--- src/rtl/mem_wb_stage.sv ---
// Data-memory access and writeback stage: latches one instruction from execute,
// runs an optional req/ack memory access, then issues a single-cycle register write.
module mem_wb_stage #(
  parameter int unsigned TIMEOUT_CYCLES = 16,
  parameter bit          CHECK_ALIGN    = 1'b1
) (
  input  logic        clk,
  input  logic        reset,
  input  logic        in_valid,
  output logic        in_ready,
  input  logic [31:0] alu_result,
  input  logic [31:0] store_data,
  input  logic [4:0]  wr_reg,
  input  logic        mem_read,
  input  logic        mem_write,
  input  logic        mem_to_reg,
  input  logic        reg_write,
  output logic        dmem_req,
  output logic        dmem_we,
  output logic [31:0] dmem_addr,
  output logic [31:0] dmem_wdata,
  input  logic [31:0] dmem_rdata,
  input  logic        dmem_ack,
  output logic        wb_en,
  output logic [4:0]  wb_addr,
  output logic [31:0] wb_data,
  output logic        mem_err,
  output logic [1:0]  err_code
);

  // Handshake: an instruction is accepted on a rising edge where in_valid and
  // in_ready are both high; execute must hold in_valid and its payload until then.
  typedef enum logic [1:0] {IDLE, ACCESS, WB} state_t;

  state_t      state;
  logic [7:0]  cnt;
  logic [31:0] alu_q;
  logic [4:0]  wr_reg_q;
  logic        m2r_q;
  logic        wb_ok_q;

  assign in_ready = (state == IDLE);

  always_ff @(posedge clk) begin
    if (reset) begin
      state      <= IDLE;
      cnt        <= '0;
      alu_q      <= '0;
      wr_reg_q   <= '0;
      m2r_q      <= 1'b0;
      wb_ok_q    <= 1'b0;
      dmem_req   <= 1'b0;
      dmem_we    <= 1'b0;
      dmem_addr  <= '0;
      dmem_wdata <= '0;
      wb_en      <= 1'b0;
      wb_addr    <= '0;
      wb_data    <= '0;
      mem_err    <= 1'b0;
      err_code   <= 2'b00;
    end else begin
      case (state)
        IDLE: begin
          if (in_valid) begin
            alu_q      <= alu_result;
            wr_reg_q   <= wr_reg;
            m2r_q      <= mem_to_reg;
            wb_ok_q    <= reg_write && (wr_reg != 5'd0);
            dmem_addr  <= alu_result;
            dmem_wdata <= store_data;
            dmem_we    <= mem_write;
            if (mem_read && mem_write) begin
              mem_err <= 1'b1;
              if (!mem_err) err_code <= 2'b11;
              state <= WB;
            end else if ((mem_read || mem_write) && CHECK_ALIGN &&
                         (alu_result[1:0] != 2'b00)) begin
              mem_err <= 1'b1;
              if (!mem_err) err_code <= 2'b01;
              state <= WB;
            end else if (mem_read || mem_write) begin
              cnt      <= '0;
              dmem_req <= 1'b1;
              state    <= ACCESS;
            end else begin
              // No memory access: the writeback pulse follows on the very next cycle.
              wb_en   <= reg_write && (wr_reg != 5'd0);
              wb_addr <= (reg_write && (wr_reg != 5'd0)) ? wr_reg : 5'd0;
              wb_data <= (reg_write && (wr_reg != 5'd0)) ? alu_result : 32'd0;
              state   <= WB;
            end
          end
        end
        ACCESS: begin
          if (dmem_ack) begin
            dmem_req <= 1'b0;
            wb_en    <= wb_ok_q;
            wb_addr  <= wb_ok_q ? wr_reg_q : 5'd0;
            wb_data  <= wb_ok_q ? (m2r_q ? dmem_rdata : alu_q) : 32'd0;
            state    <= WB;
          end else if (cnt == 8'(TIMEOUT_CYCLES - 1)) begin
            // Final permitted cycle without an ack: abandon the access.
            dmem_req <= 1'b0;
            mem_err  <= 1'b1;
            if (!mem_err) err_code <= 2'b10;
            state    <= WB;
          end else begin
            cnt <= cnt + 8'd1;
          end
        end
        WB: begin
          wb_en   <= 1'b0;
          wb_addr <= '0;
          wb_data <= '0;
          state   <= IDLE;
        end
        default: state <= IDLE;
      endcase
    end
  end

endmodule

--- config.mk ---
export PLATFORM = sky130hd
export DESIGN_NAME = mem_wb_stage
export DESIGN_NICKNAME = d
export VERILOG_FILES = /design/src/rtl/mem_wb_stage.sv
export SDC_FILE = /design/constraint.sdc
export NUM_CORES = 1
export LEC_CHECK = 0
export BUFFER_PORTS_ARGS = -buffer_cell sky130_fd_sc_hd__buf_2
export CAP_MARGIN = 10
export CORE_ASPECT_RATIO = 0.6
export CORE_UTILIZATION = 48
export DETAILED_ROUTE_END_ITERATION = 8
export GPL_TIMING_DRIVEN = 0
export PLACE_DENSITY = 0.79
export SKIP_LAST_GASP = 1
export SYNTH_ARGS = -nofsm -noshare
export SYNTH_HDL_FRONTEND = slang
export SYNTH_SLANG_ARGS = --single-unit
--- constraint.sdc ---
create_clock -name clk -period 2.5 [get_ports clk]
set_clock_uncertainty 0.15 [all_clocks]
set_input_delay 0.375 -clock clk [delete_from_list [all_inputs] [get_ports clk]]
set_output_delay 0.375 -clock clk [all_outputs]
set_load 0.05 [all_outputs]
Word level (Yosys, flattened, before mapping). Index checks and enable logic that the tools add are counted.

Equal/unequal tests: 17. $add $sub $neg: 1. Reductions and logical operators: 16. Mux-type cells: 59.

Operator list (count): 32-bit 2-to-1 mux (8); 32-bit one-hot mux with 3 select lines (1); 8-bit 2-to-1 mux (6); 5-bit 2-to-1 mux (7); 2-bit 2-to-1 mux (14); 2-bit inequality test (second input constant) (9); 1-bit 2-to-1 mux (16); 8-bit one-hot mux with 2 select lines (1); 5-bit one-hot mux with 3 select lines (1); 6-bit AND reduction (2); 3-bit inequality test (second input constant) (3); 8-bit by 1-bit adder with 8-bit output (second input constant) (1); 8-bit by 4-bit equality test with 1-bit output (second input constant) (1); 2-bit one-hot mux with 2 select lines (2); 8-bit AND reduction (1); 7-bit AND reduction (1); 5-bit AND reduction (1); 5-bit nonzero test (1); 1-bit one-hot mux with 2 select lines (2); 2-bit AND reduction (2); 2-bit nonzero test (2); 1-bit logical AND (3); 3-bit by 1-bit inequality test with 1-bit output (second input constant) (1); 1-bit one-hot mux with 3 select lines (1); other kinds (6) (6).

Output and inout port bits: 108. Register bits: 124.

Longest topological paths before layout. Gate-level depths: netlist of the first run.

Depth in word-level cells: 8. Depth in mapped cells: 8.

Worst setup path after synthesis of the first run. Ideal clock, no wire load.

Kind: register to register. Start: register state[1]. End: register alu_q[26]. Path buffers: 3. Cell stages (with the launch flop): 9. Setup slack: 0.247 ns. Required time: 2.280 ns. Arrival time: 2.033 ns. Setup time: 0.070 ns. Cells stage by stage: dfxtp_1 -> inv_1 -> ha_1 -> bufbuf_16 -> and2_1 -> clkbuf_1 -> clkbuf_1 -> nand2_1 -> a21oi_1.

Cells in the longest elaborated chain, start to end: 2.

Ends and longest elaborated chain: start, declared (RTL line 35) `state_t state;`; start signal, assigned (RTL line 46) `state <= IDLE;`; start signal, assigned (RTL line 75) `state <= WB;`; start signal, assigned (RTL line 80) `state <= WB;`; 2-bit logical NOT; via in_ready (RTL line 10) `output logic in_ready,`; 2-bit AND reduction (no source line); end signal, assigned (RTL line 65) `alu_q <= alu_result;`; end, declared (RTL line 37) `logic [31:0] alu_q;`.

The timed path passes the listed nets, and every way through them passes these cells. A chain may end at the register's enable or synchronous reset.

Final worst setup path of the first run.
Start: register state[0]. End: register alu_q[22].

Cells in the longest elaborated chain, start to end: 2.

Ends and longest elaborated chain: 2-bit logical NOT (RTL line 62) `case (state)`; 2-bit AND reduction (no source line).

Every way passes these cells.

==> impl_metrics.env, run 1 <==
export IMPL_clock_root_buffer="clkbuf_16"
export IMPL_rsz0062_at_grt="no"
export IMPL_grt_max_degree=17
export IMPL_cp_start_kind="flop"
export IMPL_cp_max_fo=10
export IMPL_placed_area_um2=6800
export IMPL_p_total_uw=6340
export IMPL_path_clk_slew_ns=0.06
export IMPL_holdPathStages=3
export IMPL_status="finished, final reports clean"
export IMPL_yosysWarnings=0
export IMPL_final_area_um2=7390
export IMPL_p_sw_share_pct=34.8
export IMPL_tightestPinTransition_ns=0.777
export IMPL_synth_most_common_cell="nand2_1"
export IMPL_ant_nets=0
export IMPL_rr_worst_depth=8
export IMPL_whs_ns=0.0464
export IMPL_die_x_um=141
export IMPL_min_period_ns=2.36
export IMPL_fmax_ghz=0.423
export IMPL_gp_congestion=0.853
export IMPL_cts_sinks=124
export IMPL_cts_buffers=17
export IMPL_syn_area_um2=5540
export IMPL_synth_fp_nets=754
export IMPL_yosysSeqAreaShare_pct=44.8
export IMPL_postCtsHoldBufs=0
export IMPL_required_ns=2.69
export IMPL_p_per_area_nw_per_um2=858
export IMPL_num_vias=5556
export IMPL_tritoncts="done"
export IMPL_ys_ff_latch=124
export IMPL_cp_end_kind="flop"
export IMPL_switchingPower_uw=2200
export IMPL_routedWlPerCell_um=16.7
export IMPL_portBuffers=216
export IMPL_min_path_type="primary input to flop"
export IMPL_r2r_start="state[0]$_SDFFE_PP0P_"
export IMPL_setup_viol=0
export IMPL_grt_overflow_total=0
export IMPL_synth_top_cell_area_share_pct=44.8
export IMPL_drive_above_1_share_pct=37.3
export IMPL_synthTopCellsByCount="nand2_1, dfxtp_1, a21oi_1"
export IMPL_row_count=29
export IMPL_drt_wl_total_um=17200
export IMPL_seqPwrFrac_pct=35.6
export IMPL_core_area_um2=10900
export IMPL_combPwrFrac_pct=26.3
export IMPL_p_clk_share_pct=38.1
export IMPL_fillers=936
export IMPL_critPathArrivalTime_ns=2.55
export IMPL_p_int_uw=4140
export IMPL_synth_cell_types=50
export IMPL_grt_pass1_vias=5230
export IMPL_antennaDiodeCount=0
export IMPL_drcViolationCount=0
export IMPL_avgSynthCellArea_um2=8.64
export IMPL_antenna_found_initial=1
export IMPL_ys_top_cells_by_area="dfxtp_1, nand2_1, a221oi_2, a21oi_1, mux2_2"
export IMPL_synth_top_cell_by_area="dfxtp_1"
export IMPL_drv_slew=0
export IMPL_power_leakage_uw=0.00338
export IMPL_clk_latency_ns=0.41
export IMPL_tns_ns=0
export IMPL_grt_pass1_wl_um=27000
export IMPL_synthCells=641
export IMPL_htree_levels=4
export IMPL_worst_setup_path_type="flop to flop"
export IMPL_ir_drop_mv=0.559
export IMPL_async_flop_share_pct=0
export IMPL_rr_endpoint="alu_q[22]$_SDFFE_PP0P_"
export IMPL_critPathLaunch="state[0]$_SDFFE_PP0P_"
export IMPL_max_slew_margin_pct=48.2
export IMPL_min_from="store_data[5]"
export IMPL_synth_edf_count=0
export IMPL_area_delta_synth_final_pct=33.4
export IMPL_drt_iter0_drc=261
export IMPL_ios=217
export IMPL_hold_path_endpoint="dmem_wdata[5]$_SDFFE_PP0P_"
export IMPL_avgViaCountPerCell=5.41
export IMPL_die_area_um2=12000
export IMPL_synth_ff_type="dfxtp_1"
export IMPL_fp_dieH_um=85.2
export IMPL_start_util_pct=50.9
export IMPL_gr_usage_all_layers_pct=29.2
export IMPL_finalHoldViolCount=0
export IMPL_maxCapViolCount=0
export IMPL_nets=988
export IMPL_drt_pass1_iterations=5
export IMPL_place_hpwl_um=12700
export IMPL_r2r_slack_ns=0.14
export IMPL_ctsLongestPathBuffers=2
export IMPL_period_share_pct=94.6
[worst max-delay path, stage by stage (launching register included)]
cell and delay [ns]:
dfxtp_1 0.34, inv_1 0.07, ha_1 0.15, bufbuf_16 0.26, and2_1 0.13, clkbuf_1 0.43
clkbuf_1 0.46, nand2_1 0.14, a21oi_1 0.15
[worst max path at each step]
stage,slack [ns],to
2_1_floorplan,0.25,alu_q[26]$_SDFFE_PP0P_
3_3_place_gp,0.14,m2r_q$_SDFFE_PP0P_
3_5_place_dp,0.14,alu_q[22]$_SDFFE_PP0P_
4_1_cts,0.08,alu_q[5]$_SDFFE_PP0P_
5_1_grt,0.002,alu_q[22]$_SDFFE_PP0P_
6_report,0.14,alu_q[22]$_SDFFE_PP0P_
[sequential cells by signal (all words and copies together), names as in the netlist]
name / count
wb_addr: 5
cnt: 8
wr_reg_q: 5
dmem_we: 1
dmem_wdata: 32
dmem_req: 1
mem_err: 1
alu_q: 32
wb_ok_q: 1
wb_data: 32
m2r_q: 1
state: 2
err_code: 2
wb_en: 1
[layer usage]
layer / GRT usage, % / vias to the layer above / share of wire, %
li1: - / 2739 / -
met1: 40.6 / 2579 / 48
met2: 44.1 / 218 / 42
met3: 8.35 / 18 / 8.0
met4: 8.30 / 2 / 1.2
met5: 0 / - / 0.058
[timing repair]
| action | CTS | global route |
|---|---|---|
| setup endpoints to repair | 0 | 40 |
| buffers inserted | 0 | 0 |
| resized for setup | 0 | 4 |
[through the flow]
| stage | setup WS (ns) | instances | util (%) |
|---|---|---|---|
| 2_1_floorplan | 0.247 | 641 | - |
| 3_3_place_gp | 0.145 | 996 | 62.4 |
| 3_5_place_dp | 0.135 | 996 | 62.4 |
| 4_1_cts | 0.0751 | 1028 | 67.8 |
| 5_1_grt | 0.00241 | 1027 | 67.9 |
| 6_report | 0.135 | 1027 | 67.9 |
[cell usage in the layout, fill, tap and decap left out, types with 4 or more instances in the layout]
master	count
a211oi_1	4
a21oi_1	86
a221oi_1	7
a221oi_2	29
buf_1	4
buf_2	220
buf_6	6
clkbuf_1	30
clkbuf_16	17
clkinvlp_4	5
dfxtp_1	124
ha_1	4
inv_1	10
mux2_2	32
nand2_1	151
nor2_1	43
nor3_1	10
o21ai_0	42
[power groups by stage]
stage | registers [uW] | logic [uW] | clock network [uW]
floorplan | 2870 | 623 | 0
global placement | 2290 | 1640 | 0
detailed placement | 2290 | 1650 | 0
CTS | 2250 | 1660 | 2430
global route | 2270 | 1770 | 2540
finish | 2260 | 1670 | 2420
[cell type report]
type	count	area [um^2]	share of cell area, %
Tap cell	139	174	2.35
Inverter	10	37.5	0.508
Sequential cell	124	2480	33.6
Clock buffer	19	443	5.99
Multi-Input combinational cell	456	2740	37.1
Buffer	50	287	3.88
Clock inverter	13	143	1.93
Timing Repair Buffer	216	1080	14.6
[cell families after synthesis]
logic type                 after synthesis  share of synthesized area (%)
and+or+nand+nor                        231                           17.4
AOI/OAI and AO/OA                      188                           24.2
DFF                                    124                           44.8
buffers and inverters                   61                           5.85
muxes                                   32                           6.50
adders and majority gates                4                          0.903
xor gates and xnor gates                 1                          0.294
No activity file was read; power rests on OpenSTA's default activity.
==> run 2, diff against run 1 <==
Settings changed: HOLD_SLACK_MARGIN set to 0.1.
==> run 2 against run 1 <==
Sequential share of layout area fell by 2.7 points. Final area is 8.8% higher. Core utilization up 6.0 points. Power up 1.8%. Setup slack lost 0.074 ns. Via count up 8.3%. Largest cell class unchanged. Flip-flop and latch count did not move. Critical endpoint is now dmem_wdata[30]$_SDFFE_PP0P_. Clock power about the same. Hold slack improved by 0.064 ns.
==> impl_metrics.env, run 2 (same netlist as run 1, synthesis figures left out) <==
export IMPL_status="finished, final reports clean"
export IMPL_ctsLongestPathBuffers=2
export IMPL_antenna_found_initial=2
export IMPL_p_int_uw=4200
export IMPL_ir_drop_mv=0.562
export IMPL_ios=217
export IMPL_layout_common_cells="buf_2, nand2_1, dfxtp_1, a21oi_1, dlygate4sd3_1"
export IMPL_path_clk_slew_ns=0.06
export IMPL_critPathArrivalTime_ns=2.61
export IMPL_rsz0062_at_grt="yes"
export IMPL_cts_setup_buffers=0
export IMPL_min_period_ns=2.44
export IMPL_drive_above_1_share_pct=35.0
export IMPL_grt_max_degree=17
export IMPL_portBuffers=216
export IMPL_routedWlPerCell_um=17.2
export IMPL_p_clk_share_pct=37.7
export IMPL_required_ns=2.67
export IMPL_finalHoldViolCount=0
export IMPL_clock_root_buffer="clkbuf_16"
export IMPL_gr_usage_all_layers_pct=31.8
export IMPL_max_slew_margin_pct=50.0
export IMPL_fin_ws_ns=0.0613
export IMPL_place_hpwl_um=12700
export IMPL_power_leakage_uw=0.00366
export IMPL_tritoncts="done"
export IMPL_avgViaCountPerCell=5.51
export IMPL_maxCapViolCount=0
export IMPL_start_util_pct=50.9
export IMPL_htree_levels=4
export IMPL_fillers=823
export IMPL_nets=1052
export IMPL_final_area_um2=8040
export IMPL_switchingPower_uw=2250
export IMPL_die_x_um=141
export IMPL_core_area_um2=10900
export IMPL_p_sw_share_pct=34.9
export IMPL_cts_sinks=124
export IMPL_grt_pass1_wl_um=29500
export IMPL_drt_pass1_iterations=5
export IMPL_row_count=29
export IMPL_p_per_area_nw_per_um2=803
export IMPL_period_share_pct=97.5
export IMPL_placed_area_um2=6800
export IMPL_place_ws_ns=0.135
export IMPL_worst_setup_path_type="flop to flop"
export IMPL_cp_end_kind="flop"
export IMPL_min_path_type="primary input to flop"
export IMPL_drv_slew=0
export IMPL_drt_iter0_drc=363
export IMPL_gp_congestion=0.853
export IMPL_cts_buffers=17
export IMPL_rr_worst_depth=8
export IMPL_drt_wl_total_um=18800
export IMPL_fmax_ghz=0.410
export IMPL_clk_latency_ns=0.41
export IMPL_cp_start_kind="flop"
export IMPL_setup_viol=0
export IMPL_area_delta_synth_final_pct=45.1
export IMPL_layout_cells_most_common="buf_2"
export IMPL_grt_overflow_total=0
export IMPL_finalNonFillerCells=1092
export IMPL_tightestPinTransition_ns=0.750
export IMPL_ant_nets=0
export IMPL_dp_cells=996
export IMPL_cp_max_fo=10
export IMPL_fp_dieH_um=85.2
export IMPL_holdPathStages=3
export IMPL_drcViolationCount=0
export IMPL_combPwrFrac_pct=27.3
export IMPL_top_regs="alu_q x32, dmem_wdata x32, wb_data x32"
export IMPL_die_area_um2=12000
export IMPL_grt_pass1_vias=5812
export IMPL_num_vias=6016
export IMPL_seqPwrFrac_pct=35.0
run 2: cell types whose count changed in the layout (fill, tap and decap cells not counted), sizes merged:
cell,previous run,this run
dlygate4sd3,0,64
diode,0,1
clkbuf,51,50
buf,232,233
run 2: repair_timing:
item,CTS,global route
hold buffers,64,0
resized for setup,0,8
hold endpoints to repair,71,0
endpoints found under the setup margin,0,44
run 2: per-layer routing:
metal  share of wire [%]  track usage, %  vias up  wire length (um)
met4                 2.0            10.4        2               378
met3                 9.4            9.54       36              1760
met1                  44            41.5     2783              8230
met5               0.053               0        -                10
li1                    -               -     2861                 -
met2                  45            50.6      334              8400
run 2: area by class of cell:
class,count,area [um^2],share of cell area (%)
antenna,1,2.50,0.0311
buffer,50,288,3.58
clock buffer,19,443,5.51
clock inverter,13,143,1.77
inverter,10,37.5,0.467
multi-input combinational,456,2750,34.2
sequential,124,2480,30.9
tap,139,174,2.16
timing repair buffer,280,1720,21.4
run 2: critical path, cell delays in order (launching register included):
cell       delay (ns)
dfxtp_1          0.34
inv_1            0.07
ha_1             0.15
bufbuf_16        0.26
and2_1           0.13
clkbuf_1         0.44
clkbuf_1         0.44
nand2_1          0.15
a21oi_1          0.20
run 2: worst paths after layout:
kind,endpoint,slack [ns],startpoint
setup / recovery,dmem_wdata[30]$_SDFFE_PP0P_,0.06,state[0]$_SDFFE_PP0P_
hold / removal,alu_q[5]$_SDFFE_PP0P_,0.11,alu_result[5]
setup reg to reg,dmem_wdata[30]$_SDFFE_PP0P_,0.06,state[0]$_SDFFE_PP0P_
hold reg to reg,dmem_wdata[31]$_SDFFE_PP0P_,0.30,dmem_wdata[31]$_SDFFE_PP0P_
run 2: stage by stage:
stage	total power [uW]	TNS (ns)	hold WS [ns]	utilization, %
floorplan	3490	0	0.286	-
global placement	3930	0	0.291	62.4
detailed placement	3950	0	0.294	62.4
CTS	6420	0	0.103	73.7
global route	6690	-0.0875	0.105	73.9
finish	6450	0	0.110	73.9
run 2: power groups by stage:
stage	clock [uW]	combinational (uW)	sequential (uW)
CTS	2430	1740	2250
global placement	0	1640	2290
detailed placement	0	1650	2290
global route	2550	1870	2280
floorplan	0	623	2870
finish	2430	1760	2260
==> run 3, diff against run 2 <==
Settings changed: HOLD_SLACK_MARGIN 0.1 to 0.15.
==> run 3 against run 2 <==
Hold slack better by 0.10 ns. Setup slack improved by 0.060 ns. Sequential power about the same. Critical path type unchanged. Power is essentially flat. Critical path depth unchanged. Register-to-register slack gained 0.06 ns. Final cell count is 0.64% higher. Clock power about the same.
==> impl_metrics.env, run 3 (same netlist as run 1, synthesis figures left out) <==
export IMPL_antenna_found_initial=2
export IMPL_tritoncts="done"
export IMPL_p_per_area_nw_per_um2=795
export IMPL_tns_ns=0
export IMPL_place_ws_ns=0.135
export IMPL_min_from="dmem_rdata[8]"
export IMPL_ios=217
export IMPL_gp_congestion=0.853
export IMPL_drive_above_1_share_pct=35.0
export IMPL_min_path_type="primary input to flop"
export IMPL_fp_dieH_um=85.2
export IMPL_rr_worst_depth=8
export IMPL_clk_latency_ns=0.40
export IMPL_clock_root_buffer="clkbuf_16"
export IMPL_die_area_um2=12000
export IMPL_num_vias=5992
export IMPL_drt_pass1_iterations=6
export IMPL_status="finished, final reports clean"
export IMPL_critPathArrivalTime_ns=2.56
export IMPL_r2r_start="state[0]$_SDFFE_PP0P_"
export IMPL_fmax_ghz=0.420
export IMPL_seqPwrFrac_pct=35.0
export IMPL_cp_start_kind="flop"
export IMPL_nets=1059
export IMPL_drt_wl_total_um=18800
export IMPL_grt_max_degree=17
export IMPL_ir_drop_mv=0.560
export IMPL_cts_buffers=17
export IMPL_max_slew_margin_pct=49.5
export IMPL_power_leakage_uw=0.00369
export IMPL_holdPathStages=4
export IMPL_required_ns=2.68
export IMPL_period_share_pct=95.2
export IMPL_whs_ns=0.213
export IMPL_start_util_pct=50.9
export IMPL_min_period_ns=2.38
export IMPL_avgViaCountPerCell=5.45
export IMPL_p_int_uw=4210
export IMPL_dp_cells=996
export IMPL_die_x_um=141
export IMPL_setup_viol=0
export IMPL_drt_iter0_drc=353
export IMPL_area_delta_synth_final_pct=46.6
export IMPL_finalNonFillerCells=1099
export IMPL_htree_levels=4
export IMPL_cp_max_fo=10
export IMPL_grt_pass1_wl_um=29600
export IMPL_switchingPower_uw=2240
export IMPL_finalHoldViolCount=0
export IMPL_fin_ws_ns=0.121
export IMPL_layout_common_cells="buf_2, nand2_1, dfxtp_1, a21oi_1, dlygate4sd3_1"
export IMPL_portBuffers=216
export IMPL_rsz0062_at_grt="yes"
export IMPL_tightestPinTransition_ns=0.758
export IMPL_grt_pass1_vias=5884
export IMPL_p_sw_share_pct=34.7
export IMPL_worst_setup_path_type="flop to flop"
export IMPL_maxCapViolCount=0
export IMPL_row_count=29
export IMPL_drv_slew=0
export IMPL_cp_end_kind="flop"
export IMPL_ant_nets=0
export IMPL_core_area_um2=10900
export IMPL_cts_sinks=124
export IMPL_routedWlPerCell_um=17.1
export IMPL_grt_overflow_total=0
export IMPL_path_clk_slew_ns=0.06
export IMPL_p_clk_share_pct=37.5
export IMPL_top_regs="alu_q x32, dmem_wdata x32, wb_data x32"
export IMPL_cts_setup_buffers=0
export IMPL_layout_cells_most_common="buf_2"
export IMPL_gr_usage_all_layers_pct=32.0
export IMPL_drcViolationCount=0
export IMPL_critPathLaunch="state[0]$_SDFFE_PP0P_"
export IMPL_combPwrFrac_pct=27.5
export IMPL_ctsLongestPathBuffers=2
export IMPL_place_hpwl_um=12700
[run 3: changes by cell type in the layout (fill, tap and decap cells not counted), sizes merged]
cell	change
dlygate4sd3	+7
[run 3: area by class of cell]
class	instances	area (um^2)
Antenna cell	1	2.50
Tap cell	139	174
Clock inverter	13	143
Sequential cell	124	2480
Clock buffer	19	443
Fill cell	791	2770
Inverter	10	37.5
Timing Repair Buffer	287	1790
Multi-Input combinational cell	456	2760
Buffer	50	292
[run 3: worst max-delay path, cell delays in order, from the launching register on]
cell,delay (ns)
dfxtp_1,0.34
inv_1,0.07
ha_1,0.15
bufbuf_16,0.27
and2_1,0.13
clkbuf_1,0.43
buf_1,0.45
nand2_1,0.15
a21oi_1,0.16
[run 3: path summary, 6_finish.rpt]
kind | to | slack [ns]
worst max-delay path | alu_q[22]$_SDFFE_PP0P_ | 0.12
worst min-delay path | wb_data[8]$_SDFFE_PP0P_ | 0.21
worst max register to register | alu_q[22]$_SDFFE_PP0P_ | 0.12
worst min register to register | dmem_wdata[31]$_SDFFE_PP0P_ | 0.30
[run 3: stage by stage]
stage	total power (uW)	util, %	cell area, um^2
floorplan	3490	-	5540
CTS	6430	74.3	8090
detailed placement	3950	62.4	6800
global placement	3930	62.4	6800
global route	6700	74.6	8120
finish	6450	74.6	8120
[run 3: metal layers]
metal / vias to the layer above / global-route usage, % / routed length, um
li1: 2876 / - / -
met1: 2780 / 40.8 / 8170
met2: 305 / 51.5 / 8510
met3: 29 / 10.1 / 1800
met4: 2 / 10.5 / 338
met5: - / 0 / 10
[run 3: power groups by stage]
| stage | sequential (uW) | clock (uW) | combinational, uW |
|---|---|---|---|
| 3_3_place_gp | 2290 | 0 | 1640 |
| 2_1_floorplan | 2870 | 0 | 623 |
| 5_1_grt | 2280 | 2540 | 1880 |
| 4_1_cts | 2250 | 2430 | 1740 |
| 3_5_place_dp | 2290 | 0 | 1650 |
| 6_report | 2260 | 2420 | 1770 |
[run 3: timing repair]
action / CTS / global route
endpoints found under the hold margin: 99 / 0
hold buffers: 71 / 0
resized for setup: 0 / 15
endpoints found under the setup margin: 0 / 45
